**config.mk**
```make
export PLATFORM = sky130hd
export DESIGN_NAME = ram_store_rmw
export DESIGN_NICKNAME = d
export VERILOG_FILES = /design/src/rtl/ram_store_rmw_pkg.sv /design/src/rtl/store_merge.sv /design/src/rtl/ram_store_rmw.sv
export SDC_FILE = /design/constraint.sdc
export NUM_CORES = 1
export LEC_CHECK = 0
export BUFFER_PORTS_ARGS = -buffer_cell sky130_fd_sc_hd__buf_2
export CAP_MARGIN = 15
export CELL_PAD_IN_SITES_DETAIL_PLACEMENT = 1
export CELL_PAD_IN_SITES_GLOBAL_PLACEMENT = 1
export CORE_MARGIN = 3
export CORE_UTILIZATION = 33
export DETAILED_ROUTE_END_ITERATION = 10
export PLACE_DENSITY = 0.89
export SYNTH_ARGS = -nofsm -noshare
export SYNTH_HDL_FRONTEND = slang
export SYNTH_HIERARCHICAL = 1
export SYNTH_SLANG_ARGS = --single-unit
export TNS_END_PERCENT = 50
```
**constraint.sdc**
```tcl
create_clock -name clk -period 1.85 [get_ports clk]
set_clock_uncertainty 0.15 [all_clocks]
set_input_delay 0 -clock clk [delete_from_list [all_inputs] [get_ports clk]]
set_output_delay 0 -clock clk [all_outputs]
set_load 0.05 [all_outputs]
```
**src/rtl/ram_store_rmw_pkg.sv**
```systemverilog
// Shared memory-access definitions for the load formatter and the store RMW block.
// Access size codes, FSM state encoding and byte-lane index type.
package ram_store_rmw_pkg;

  localparam int XLEN = 32;

  localparam logic [1:0] MEM_WORD = 2'b00;
  localparam logic [1:0] MEM_BYTE = 2'b01;
  localparam logic [1:0] MEM_HALF = 2'b10;

  typedef enum logic [1:0] {
    ST_IDLE  = 2'b00,
    ST_READ  = 2'b01,
    ST_WRITE = 2'b10
  } state_t;

  typedef logic [1:0] lane_t;

  // 2'b11 is deliberately absent: it is treated as a word store.
  function automatic logic is_subword(input logic [1:0] mt);
    return (mt == MEM_BYTE) || (mt == MEM_HALF);
  endfunction

endpackage

```
**src/rtl/store_merge.sv**
```systemverilog
// Combinational merge of store data into an old RAM word.
// Zero latency, no flow control.
module store_merge
  import ram_store_rmw_pkg::*;
(
  input  logic [1:0]      i_memtype,
  input  lane_t           i_lane,
  input  logic [XLEN-1:0] i_old,
  input  logic [XLEN-1:0] i_wd,
  output logic [XLEN-1:0] o_merged
);

  always_comb begin
    o_merged = i_old;
    case (i_memtype)
      MEM_BYTE: o_merged[{i_lane, 3'b000} +: 8] = i_wd[7:0];
      MEM_HALF: begin
        // Halfword lane is picked by a[1] only; a[0] is ignored.
        if (i_lane[1]) o_merged[31:16] = i_wd[15:0];
        else           o_merged[15:0]  = i_wd[15:0];
      end
      default:  o_merged = i_wd;
    endcase
  end

endmodule

```
**src/rtl/ram_store_rmw.sv**
```systemverilog
// Store path into a word RAM without byte enables; sub-word stores use read-modify-write.
// Write issued 1 cycle (word) or 2 cycles (sub-word) after accept; ready only in IDLE.
module ram_store_rmw
  import ram_store_rmw_pkg::*;
#(
  parameter int WIDTH = 32
) (
  input  logic             clk,
  input  logic             rst,
  input  logic             req_valid_i,
  input  logic [1:0]       memtype_i,
  input  logic [WIDTH-1:0] a_i,
  input  logic [WIDTH-1:0] wd_i,
  output logic             req_ready_o,
  output logic             busy_o,
  output logic             done_o,
  output logic [WIDTH-1:0] ram_addr_o,
  output logic             ram_re_o,
  input  logic [WIDTH-1:0] ram_rd_i,
  output logic             ram_we_o,
  output logic [WIDTH-1:0] ram_wd_o
);

  state_t           r_state;
  state_t           w_next;
  logic [1:0]       r_memtype;
  lane_t            r_lane;
  logic [WIDTH-1:0] r_wd;
  logic [WIDTH-1:0] r_addr;
  logic             r_ready;
  logic             r_busy;
  logic             r_done;
  logic             r_re;
  logic             r_we;
  logic             w_accept;
  logic [WIDTH-1:0] w_merged;

  assign w_accept = (r_state == ST_IDLE) && req_valid_i;

  always_comb begin
    w_next = r_state;
    case (r_state)
      ST_IDLE: begin
        if (req_valid_i) w_next = is_subword(memtype_i) ? ST_READ : ST_WRITE;
      end
      ST_READ:  w_next = ST_WRITE;
      ST_WRITE: w_next = ST_IDLE;
      default:  w_next = ST_IDLE;
    endcase
  end

  // Strobes are registered from the next state so they line up with r_state.
  always_ff @(posedge clk) begin
    if (rst) begin
      r_state   <= ST_IDLE;
      r_ready   <= 1'b1;
      r_busy    <= 1'b0;
      r_done    <= 1'b0;
      r_re      <= 1'b0;
      r_we      <= 1'b0;
      r_addr    <= '0;
      r_memtype <= MEM_WORD;
      r_lane    <= '0;
      r_wd      <= '0;
    end else begin
      r_state <= w_next;
      r_ready <= (w_next == ST_IDLE);
      r_busy  <= (w_next != ST_IDLE);
      r_done  <= (w_next == ST_WRITE);
      r_re    <= (w_next == ST_READ);
      r_we    <= (w_next == ST_WRITE);
      if (w_accept) begin
        r_memtype <= memtype_i;
        r_lane    <= a_i[1:0];
        r_wd      <= wd_i;
        r_addr    <= {a_i[WIDTH-1:2], 2'b00};
      end
    end
  end

  store_merge u_merge (
    .i_memtype (r_memtype),
    .i_lane    (r_lane),
    .i_old     (ram_rd_i),
    .i_wd      (r_wd),
    .o_merged  (w_merged)
  );

  assign req_ready_o = r_ready;
  assign busy_o      = r_busy;
  assign done_o      = r_done;
  assign ram_re_o    = r_re;
  assign ram_we_o    = r_we;
  assign ram_addr_o  = r_addr;
  assign ram_wd_o    = (r_state == ST_WRITE) ? w_merged : '0;

endmodule

```
==> flow_summary.toml <==
[status]
status = "complete, but fails checks"
violations = "negative setup slack"

[die]
dieWidth_um = 122.5
dieHeight_um = 122.5
fp-row-count = 41
ios = 170
coreArea_mm2 = 0.01293
dieArea_mm2 = 0.01500
start_util_pct = 34.63

[logic_synthesis]
ys_seq_elements = 72
yosysSeqAreaShare_pct = 32.20
synth.area.top_cells = "dfxtp_1, nand2b_1, mux2i_1"
synth_top_area_cell = "dfxtp_1"
yosys_warnings = 6
syn-mean-instance-area_um2 = 9.269
synth_top_area_share_pct = 32.20
synth_area_mm2 = 0.004477
synthCells = 483
synth_cell_types = 41

[critical_path]
startpoint_type = "register"
crit_path_max_fanout = 8
crit_path_end_kind = "output port"
cp_data_arrival_time_ps = 2190
path_class = "reg2out"
required_ps = 1700

[placement]
placed_area_mm2 = 0.005751
portBuffers = 167
hpwlAfterDp_um = 11570
dpl_worst_slack_ps = -487.5
gp_congestion = 0.9789

[pwr]
cellLeakagePower_nw = 3.232
power_density_mw_per_mm2 = 743.1
ir_drop_uv = 432.0

[cts]
cts_root_buffer = "clkbuf_16"
clk_pin_slew_ps = 60
cts.sinks = 72
cts_buffer_depth = 2
clk-insertion-delay-late_ps = 330
cts_tree = "built"
cts_made_buffers = 9
htree_levels = 3

[timing]
final_hold_viol_count = 0
timing.final.crit_share_pct = 126.5
setup_violations = 32
min_period_ps = 2341
clock.fmax_mhz = 427.2
drv_slew = 0
layout_setup_ws_ps = -490.6
rsz0062_at_grt = "yes"

[global_routing]
grt_pass1_wl_um = 29080
antenna_found_initial = 2
grt_use_total_pct = 25.03
grt_overflow = 0
grt_pass1_vias = 5435
grt_max_degree = 39

[route]
vias = 4720
wirelength_um = 19380
post_drt_wl_per_cell_um = 21.04
viasPerCell = 5.125
drtIter0Drc = 268
antenna_left = 0
dr.pass1.iters = 4
route.detailed.drc = 0

[layout]
finalInstanceArea_mm2 = 0.007367
drive_above_1_share_pct = 41.23
nFillCells = 1438
fin_nets = 850
area_growth_pct = 64.56

[hold_path]
min_path_type = "in2reg"

[job]
cap_violations = 0
[kinds of logic after synthesis]
| family | share of synthesized area, % |
|---|---|
| other | 0.08377 |
| XOR/XNOR | 0.1957 |
| flip-flops | 32.20 |
| buffers and inverters | 5.785 |
| AO/OA/AOI/OAI | 10.40 |
| adder cells (fa/ha/maj) | 1.956 |
| multiplexers | 18.33 |
| AND/OR/NAND/NOR | 31.05 |
[report_power, final]
part	internal (mW)	switching [mW]	total (mW)
Clock	1.36	0.722	2.08
Sequential	1.67	0.121	1.80
Combinational	0.732	0.864	1.60
[cell type report]
cell class	count	area [um2]	area share, %
diodes	2	5.005	0.06793
clock buffers	10	239.0	3.244
clock inverters	6	115.1	1.562
inverters	9	41.29	0.5605
multi-input cells	365	3034	41.19
flip-flops and latches	72	1451	19.70
well taps	172	215.2	2.921
repair buffers	285	2266	30.76
[flip-flops by register name (all words and copies together), names as in the netlist, 2 cells and up]
register    count
r_wd           32
ram_addr_o     30
r_lane          2
r_memtype       2
r_state         2
[cell usage in the layout, fill, tap and decap left out, types with 4 or more instances in the layout]
cell / netlist / routed
buf_4: 5 / 35
nand2_1: 10 / 10
buf_8: 4 / 17
nand2b_1: 134 / 133
buf_6: 1 / 25
mux2i_1: 82 / 82
nand3_2: 0 / 7
a22oi_2: 0 / 4
clkbuf_16: 0 / 9
and3_1: 4 / 4
o21ai_0: 9 / 8
a221o_1: 16 / 16
nor2b_1: 10 / 7
buf_12: 0 / 6
a22o_1: 10 / 10
and2_4: 0 / 28
o211ai_1: 8 / 8
buf_2: 9 / 135
ha_4: 0 / 4
dfxtp_1: 72 / 68
dlygate4sd3_1: 0 / 67
inv_1: 8 / 5
[Yosys cell counts (all sizes together)]
cell type  number
ha              7
nor3            4
nand2          10
xnor2           1
nor2            1
or2b            1
a221o          17
a21oi           2
o21a            1
and3            4
buf            19
o211ai          8
nor4bb          1
nor4b           1
nand4bb         1
dfxtp          72
a22o           10
nor2b          11
o21ai           9
a32oi           1
clkbuf         19
a21o            1
and4bb          2
mux2i          82
inv             9
and2           33
nand2b        134
nand3           8
conb            1
nor3b           5
and4b           1
a22oi           7
[layer usage]
layer | global-route usage [%] | wire length (um)
met5 | 0 | 7
met3 | 6.636 | 1105
met1 | 26.50 | 7289
met2 | 46.31 | 10330
met4 | 11.06 | 646
[worst max-delay path: stages (launching register included)]
cell and delay, ps:
dfxtp_4 390, buf_4 140, ha_4 140, nor4bb_4 320, buf_6 190, nand3_1 140, o211ai_1 190, and2_4 210
buf_8 140
[per-stage QoR]
step	setup TNS (ps)	std cells	hold WS [ps]	power, mW	utilization, %
2_1_floorplan	-256.6	484	-49.65	2.676	-
6_report	-11980	921	98.55	5.475	56.99
4_1_cts	-11290	914	90.42	5.387	55.17
5_1_grt	-14110	920	154.6	5.679	56.97
3_3_place_gp	-6905	827	103.7	3.027	44.48
3_5_place_dp	-9390	827	119.6	3.088	44.48
[timing repair]
action,in CTS,in global routing
hold buffers,67,0
resized for setup,100,46
setup endpoints to repair,32,32
hold endpoints to repair,72,0
pin swaps,11,25
setup buffers,4,5
[final timing paths]
path	cells after the start	slack [ps]	start	to
min reg2reg	2	330	ram_addr_o[4]	ram_addr_o[4]
max	8	-490	r_lane[1]	ram_wd_o[18]
max reg2reg	4	270	r_state[0]	r_wd[8]
min	3	100	rst	ram_addr_o[29]
(Power assumes the default switching activity.)
